===== src/rtl/cnn_pixel_frame_receiver.sv =====
// Receives the pixel byte stream for one frame, packs four pixels per word
// into the CNN input buffer, and hands the finished frame over with a
// ready/ack handshake. Protocol violations collect in sticky error bits.
//
// Handshake: frame_ready is a level that rises the cycle after
// frame_complete and stays high until the cycle after frame_ack; frame_ack
// is ignored while frame_ready is low. The pixel side has no backpressure:
// every pixel_valid pulse is either accepted or dropped and flagged.
module cnn_pixel_frame_receiver #(
  parameter int IMG_W  = 32,
  parameter int IMG_H  = 32,
  parameter int ADDR_W = $clog2(IMG_W*IMG_H/4)
) (
  input  logic                     clk,
  input  logic                     rst_n,
  input  logic                     frame_start,
  input  logic                     pixel_valid,
  input  logic [7:0]               pixel_data,
  input  logic                     frame_complete,
  input  logic                     frame_ack,
  input  logic                     err_clear,
  output logic                     buf_we,
  output logic [ADDR_W-1:0]        buf_addr,
  output logic [31:0]              buf_wdata,
  output logic                     frame_ready,
  output logic [31:0]              frame_len,
  output logic                     busy,
  output logic                     line_done,
  output logic [$clog2(IMG_H)-1:0] row_idx,
  output logic [31:0]              frame_count,
  output logic [3:0]               err_flags,
  // Debug view of the state register: 0 = IDLE, 1 = RECV, 2 = DONE
  output logic [1:0]               dbg_state
);

  localparam int TOTAL = IMG_W * IMG_H;
  localparam int CNT_W = $clog2(TOTAL + 1);
  localparam int COL_W = $clog2(IMG_W);
  localparam int ROW_W = $clog2(IMG_H);

  typedef enum logic [1:0] {
    IDLE = 2'd0,
    RECV = 2'd1,
    DONE = 2'd2
  } state_t;

  state_t            state_q, state_d;
  logic [CNT_W-1:0]  cnt_q, cnt_d;
  logic [COL_W-1:0]  col_q, col_d;
  logic [ROW_W-1:0]  row_d;
  logic [31:0]       pack_q, pack_d;
  logic              we_d, line_d;
  logic [ADDR_W-1:0] addr_d;
  logic [31:0]       wdata_d, len_d, count_d;
  logic [3:0]        ev;
  logic              start_ok;

  assign dbg_state = state_q;

  // Next state and datapath: start is applied first, then the pixel, then
  // frame_complete, so coincident pulses compose in that order.
  always_comb begin
    state_d = state_q;
    cnt_d   = cnt_q;
    col_d   = col_q;
    row_d   = row_idx;
    pack_d  = pack_q;
    we_d    = 1'b0;
    addr_d  = buf_addr;
    wdata_d = buf_wdata;
    line_d  = 1'b0;
    len_d   = frame_len;
    count_d = frame_count;
    ev      = 4'b0000;

    start_ok = frame_start &&
               ((state_q == IDLE) || (state_q == RECV) ||
                ((state_q == DONE) && frame_ack));

    // A start while a frame is open or awaiting ack is a restart error
    if (frame_start && ((state_q == RECV) || ((state_q == DONE) && !frame_ack))) begin
      ev[3] = 1'b1;
    end

    if (start_ok) begin
      state_d = RECV;
      cnt_d   = '0;
      col_d   = '0;
      row_d   = '0;
      pack_d  = '0;
    end else if ((state_q == DONE) && frame_ack) begin
      state_d = IDLE;
    end

    if (pixel_valid) begin
      if (state_d != RECV) begin
        ev[0] = 1'b1;
      end else if (cnt_d == CNT_W'(TOTAL)) begin
        ev[1] = 1'b1;
      end else begin
        pack_d[8*cnt_d[1:0] +: 8] = pixel_data;
        if (cnt_d[1:0] == 2'd3) begin
          we_d    = 1'b1;
          addr_d  = cnt_d[ADDR_W+1:2];
          wdata_d = pack_d;
          pack_d  = '0;
        end
        cnt_d = cnt_d + 1'b1;
        if (col_d == COL_W'(IMG_W - 1)) begin
          col_d  = '0;
          line_d = 1'b1;
          row_d  = (row_d == ROW_W'(IMG_H - 1)) ? '0 : row_d + 1'b1;
        end else begin
          col_d = col_d + 1'b1;
        end
      end
    end

    if (frame_complete && (state_d == RECV)) begin
      // Partial word goes out with its unused lanes already zero
      if (cnt_d[1:0] != 2'd0) begin
        we_d    = 1'b1;
        addr_d  = cnt_d[ADDR_W+1:2];
        wdata_d = pack_d;
        pack_d  = '0;
      end
      len_d   = 32'(cnt_d);
      ev[2]   = (cnt_d < CNT_W'(TOTAL));
      state_d = DONE;
      count_d = frame_count + 32'd1;
    end
  end

  // Register state, counters and every output
  always_ff @(posedge clk or negedge rst_n) begin
    if (!rst_n) begin
      state_q     <= IDLE;
      cnt_q       <= '0;
      col_q       <= '0;
      pack_q      <= '0;
      buf_we      <= 1'b0;
      buf_addr    <= '0;
      buf_wdata   <= '0;
      frame_ready <= 1'b0;
      frame_len   <= '0;
      busy        <= 1'b0;
      line_done   <= 1'b0;
      row_idx     <= '0;
      frame_count <= '0;
      err_flags   <= '0;
    end else begin
      state_q     <= state_d;
      cnt_q       <= cnt_d;
      col_q       <= col_d;
      pack_q      <= pack_d;
      buf_we      <= we_d;
      buf_addr    <= addr_d;
      buf_wdata   <= wdata_d;
      frame_ready <= (state_d == DONE);
      frame_len   <= len_d;
      busy        <= (state_d == RECV);
      line_done   <= line_d;
      row_idx     <= row_d;
      frame_count <= count_d;
      err_flags   <= (err_clear ? 4'b0000 : err_flags) | ev;
    end
  end

endmodule


===== config.mk =====
export PLATFORM = sky130hd
export DESIGN_NAME = cnn_pixel_frame_receiver
export DESIGN_NICKNAME = d
export VERILOG_FILES = /design/src/rtl/cnn_pixel_frame_receiver.sv
export SDC_FILE = /design/constraint.sdc
export NUM_CORES = 1
export LEC_CHECK = 0
export ABC_AREA = 1
export BUFFER_PORTS_ARGS = -buffer_cell sky130_fd_sc_hd__buf_4
export CAP_MARGIN = 20
export CORE_MARGIN = 4
export CORE_UTILIZATION = 40
export DETAILED_ROUTE_END_ITERATION = 12
export GPL_ROUTABILITY_DRIVEN = 0
export SYNTH_ARGS = -nofsm -noshare
export SYNTH_HDL_FRONTEND = slang
export SYNTH_SLANG_ARGS = --single-unit

===== constraint.sdc =====
create_clock -name clk -period 2.6 [get_ports clk]
set_input_delay 0.52 -clock clk [delete_from_list [all_inputs] [get_ports clk]]
set_output_delay 0.52 -clock clk [all_outputs]
set_load 0.02 [all_outputs]

==> metrics, run 1 <==
worst endpoint required time=2.92 ns; crit path DAT=2.70 ns; Synth Warn #=0; vias in the first global route=6625; dpl hpwl=14800 um; Seq pwr share=a little under a third; layout cells sized above 1=roughly a fifth; die area=between 20000 and 25000 sq um; total global routing track utilization=19.4%; pin count of the biggest net entering global routing=56; CTS buffer count=17; final instance area=9960 sq um; PD cells=932 nW/um^2; 1st-iter DRT viols=512; RSZ-0062 raised after global routing=yes; TritonCTS clock tree=done; final WL=21500 um; CTS Buffer Depth=2; GRT overflow=0; top-level I/O count=134; CTS Hold Bufs=0; Gate power share=40.4%; Die H=147 um; setup TNS=0 ns; CP max FO=34; Post-Syn Instances=1013; initial core utilization=41.2%; fmax=about 0.42 GHz; H-tree depth=4; Final #Nets=1195; # DRC=0; Clock Pin Slew Worst Setup and Hold Paths=~0.060 ns; port bufs=112; Clk Latency, worst-skew pair=0.43 ns; Critical Path Sink Type=register; drt wl/cell=14.9 um; first-pass GRT wire length=34400 um; fin crit share=91.7%; #FFs+latches synth=between 100 and 150; Area Overhead vs Synth=28.0%; net switching share of the total power=between 30% and 40%; Worst Path Class, Setup=reg2reg; Leak Pwr=0.00496 uW; worst hold slack=0.0462 ns; internal power=5710 uW; Max Cap Viol=0; via count=about 7.0k; Fin. Hold Viols=0; Switch Pwr=3570 uW; clk sink count=approximately 150; drt first pass iters=5; initial antenna violation count=0; fin crit period=2.39 ns; Peak supply drop=approximately 0.64 mV; root buffer cell=clkbuf_16; Synth cell types=37; Die Span X=147 um; Site Rows=50; Clk pwr share=28.0%; ANT cells=0; status=finished clean; post-synthesis average cell area=7.68 sq um; Final Max Tran Viols=0; DRT antenna net count=0; # setup viols final=0; Worst Hold Class=in2async; core area=18900 sq um; Cell Area, Synth=just under 8000 sq um; placed inst area=a little over 9000 sq um; Seq/Total Area, Yosys=about 47%; Setup Skew=around 0.0073 ns; startpoint types=register; Filler cells=1846; vias per cell=between 4 and 5
repair_timing:
action | CTS | global route
setup endpoints to repair | 0 | 70
setup buffers | 0 | 0
resized for setup | 0 | 9
power groups by stage:
stage,logic (uW),registers (uW),clock network [uW]
floorplan,1820,3250,0
global placement,3540,2960,0
detailed placement,3570,2960,0
CTS,3580,2930,2650
global route,4100,2990,2760
finish,3760,2930,2600
area by class of cell:
type	instances	area, sq um	share of cell area, %
flip-flops and latches	146	3650	36.7
multi-input cells	733	3510	35.2
repair buffers	186	1530	15.3
clock buffers	21	460	4.62
inverters	86	328	3.29
well taps	260	325	3.27
clock inverters	9	156	1.57
cell families (layout without fill, tap and decap cells):
| family | count (synthesis) | in the layout | synth area share (%) |
|---|---|---|---|
| other | 1 | 21 | 0.0482 |
| adder cells (fa/ha/maj) | 10 | 10 | 1.61 |
| AO/OA/AOI/OAI | 133 | 133 | 8.89 |
| AND/OR/NAND/NOR | 534 | 534 | 29.2 |
| flip-flops | 146 | 146 | 47.0 |
| XOR/XNOR | 35 | 35 | 3.94 |
| buffers and inverters | 154 | 302 | 9.33 |
layer usage:
metal	track usage, %	part of all wire [%]
met5	0	0
met4	5.55	1.5
met1	27.4	46
met3	3.71	5.4
met2	30.6	47
worst max-delay path: stages, from the launching register on:
cell and delay, ns:
dfrtp_1 0.43, nand2_2 0.12, nand3_4 0.11, nand2_1 0.11, ha_1 0.17, nor3b_1 0.18
nand2_1 0.09, nor2_2 0.14, nand2_4 0.12, nand3_1 0.13, nand3_2 0.13, nand2_4 0.14
buf_12 0.20, nand2_1 0.07, o21ai_1 0.09, inv_2 0.04
flip-flops by register name, summed over array words and instances, names as in the netlist:
register	cells
buf_wdata	32
frame_count	32
pack_q	32
cnt_q	11
frame_len	11
buf_addr	8
col_q	5
row_idx	5
err_flags	4
dbg_state	2
buf_we	1
busy	1
frame_ready	1
line_done	1
final timing paths:
| check | startpoint | endpoint | slack [ns] | cells past startpoint |
|---|---|---|---|---|
| min reg2reg | frame_len[5] | frame_len[5] | 0.48 | 2 |
| min in group clk | frame_complete | busy | 0.24 | 2 |
| max in group asynchronous | rst_n | buf_wdata[23] | 1.90 | 2 |
| max reg2reg | dbg_state[1] | buf_wdata[29] | 0.21 | 15 |
| max | dbg_state[1] | buf_wdata[29] | 0.21 | 15 |
| min | rst_n | frame_count[27] | 0.05 | 1 |
synth_stat cells:
cell	instances	area [sq um]
nor2_4	2	22.5
inv_1	77	289
o21ai_2	2	17.5
nand3_2	2	20.0
o21ai_1	28	140
or3_1	1	6.26
xnor2_1	8	70.1
ha_1	10	125
nor3_1	16	80.1
nand3_1	62	310
o22ai_1	11	68.8
clkinv_1	3	11.3
nand2_1	296	1110
buf_4	23	173
inv_2	6	22.5
nand3_4	1	17.5
nor2_1	108	405
nor2_2	6	37.5
and2_1	3	18.8
buf_1	3	11.3
and3_1	1	6.26
buf_6	5	56.3
o21ai_0	77	385
nand4_1	23	144
clkbuf_1	18	67.6
a21oi_1	13	65.1
dfrtp_1	146	3650
buf_2	19	95.1
nor3b_1	1	7.51
nor4_1	6	37.5
nand3b_1	2	15.0
o21a_1	1	7.51
nand2_4	2	22.5
nand2_2	2	12.5
o21bai_1	1	7.51
conb_1	1	3.75
xor2_1	27	236
metrics by stage:
stage	instances	util (%)	setup slack [ns]	power [uW]
finish	1441	52.7	0.215	9290
global route	1441	52.7	-0.0273	9840
CTS	1438	52.2	0.0511	9160
detailed placement	1408	48.9	-0.133	6530
global placement	1408	48.9	-0.00514	6500
floorplan	1033	-	0.000469	5070
placed cells by master, fill, tap and decap left out, drive strengths merged:
cell      count
clkbuf       23
nand3b        2
and2          3
and3          1
nand3        65
nor3b         1
o21bai        1
inv          83
conb         21
ha           10
o21a          1
clkinv        5
o22ai        11
buf         184
or3           1
dfrtp       146
nand2       300
nor3         16
nor2        116
a21oi        13
clkinvlp      3
o21ai       107
xor2         27
bufinv        4
nor4          6
xnor2         8
nand4        23
No activity file was read; power rests on OpenSTA's default activity.
==> inputs of run 2 (changes only) <==
MAX_ROUTING_LAYER = met4   (was default)
==> run 2 against run 1 <==
Net effect:
- power about the same
- critical path depth fell by 2
- final area stayed put
- first-iteration DRC count rose by 1.2%
- maximum frequency fell by 2.4%
- sequential power hardly changed
- non-clock buffer count unchanged
- critical endpoint is now buf_wdata[18]
- highest routed layer unchanged
==> metrics, run 2 (same netlist as run 1, synthesis figures left out) <==
status=finished clean; Switch Pwr=3580 uW; CP cell instances=nand2_2 > nand3_4 > nand2_2 > buf_4 > ha_1 > nor2_1 > nand3_1 > buf_4 > o22ai_1 > nand2_1 > o21ai_0 > inv_1 > o21ai_1; Multi-input gate area=3510 sq um; drt first pass iters=5; die area=21700 sq um; Inst Count DP=between 1k and 1.5k; Die H=147 um; root buffer cell=clkbuf_16; Gate power share=between 40% and 50%; crit path DAT=approximately 2.8 ns; CTS Hold Bufs=0; most frequent cells in the layout=nand2_1, buf_4, dfrtp_1; fin crit share=between 90% and 100%; vias per cell=4.90; TritonCTS clock tree=done; port bufs=112; cell family with most CP delay=simple AND/OR/NAND/NOR gates; core area=18900 sq um; net switching share of the total power=38.5%; Post-CTS Setup Bufs=0; Buf/Inv on CP=3; ANT cells=0; via count=7068; slowest stage delay, CP=~0.43 ns; Seq pwr share=31.6%; Clk Latency, worst-skew pair=0.43 ns; Die Span X=147 um; Leak Pwr=0.00496 uW; internal power=around 5700 uW; Area Overhead vs Synth=28.0%; Worst Path Class, Setup=reg2reg; PD cells=between 900 and 1000 nW/um^2; RSZ-0062 raised after global routing=yes; Storage cell area=3650 sq um; startpoint types=register; PostCTS Resize Cnt=0; # DRC=0; Max Cap Viol=0; initial antenna violation count=0; pin count of the biggest net entering global routing=56; Critical Path Sink Type=register; Final #Nets=1195; fin crit period=between 2 and 2.5 ns; Slowest-stage cell, CP=dfrtp_1; commonest non-fill, non-tap cell in the layout=nand2_1; CTS buffer count=17; H-tree depth=4; final WL=21600 um; top-level I/O count=134; Fin. Hold Viols=0; total global routing track utilization=20.0%; # setup viols final=0; drt wl/cell=15.0 um; Final Power=around 9300 uW; Setup WS pre-CTS=-0.133 ns; Peak supply drop=0.639 mV; Clk pwr share=around 28%; GRT overflow=0; Reg2Reg Depth=13; top flop regs=buf_wdata (32), frame_count (32), pack_q (32); Worst Hold Class=in2async; clk sink count=around 150; vias in the first global route=around 6.6k; fmax=0.409 GHz; Site Rows=50; 1st-iter DRT viols=518; Final Max Tran Viols=0; worst endpoint required time=2.95 ns; dpl hpwl=14800 um; first-pass GRT wire length=34400 um; DRT antenna net count=0; setup ws final=0.157 ns; CTS Buffer Depth=2; layout cells sized above 1=approximately a fifth; initial core utilization=about 41%; Crit. path cell count=13; CP max FO=8; Setup Skew=0.00982 ns; Filler cells=1852; setup TNS=0 ns; Cell Count, Final, Fillers Out=roughly 1.4k; Clock Pin Slew Worst Setup and Hold Paths=~0.06 ns
run 2: cell counts in the layout (fill, tap and decap cells not counted):
No cell type changed its count.
run 2: metal layers:
metal	vias up	wire [um]	track usage, %
met2	230	10100	30.6
met3	34	1060	3.59
met1	3288	10100	27.7
met4	0	360	5.55
met5	-	0	-
li1	3516	-	-
run 2: metrics by stage:
stage	utilization, %	cell area, sq um	hold slack, ns
detailed placement	48.9	9240	0.466
global route	52.7	9960	0.0807
floorplan	-	7860	0.224
finish	52.7	9960	0.0483
CTS	52.2	9860	0.0501
global placement	48.9	9240	0.475
run 2: layout make-up:
cell class,count,area share [%]
well taps,260,3.27
repair buffers,186,15.3
flip-flops and latches,146,36.7
clock buffers,21,4.62
multi-input cells,733,35.2
clock inverters,9,1.57
inverters,86,3.29
run 2: path summary, 6_finish.rpt:
path | start | slack [ns] | to
setup / recovery | dbg_state[1] | 0.16 | buf_wdata[18]
hold / removal | rst_n | 0.05 | frame_count[27]
setup reg to reg | dbg_state[1] | 0.16 | buf_wdata[18]
hold reg to reg | frame_len[5] | 0.48 | frame_len[5]
max in group asynchronous | rst_n | 1.91 | buf_wdata[8]
min in group clk | frame_complete | 0.25 | busy
run 2: worst reg2reg max path, delay by kind of cell, from the launching register on:
family | cells | cell delay [ns]
AND/OR/NAND/NOR | 6 | 0.60
AO/OA/AOI/OAI | 3 | 0.58
flip-flops | 1 | 0.43
buffers and inverters | 3 | 0.45
adder cells (fa/ha/maj) | 1 | 0.31
run 2: power groups by stage:
stage               Combinational [uW]  Clock [uW]  Sequential (uW)
detailed placement                3570           0             2960
global placement                  3540           0             2960
CTS                               3580        2650             2930
global route                      4100        2760             2990
floorplan                         1820           0             3250
finish                            3760        2600             2930
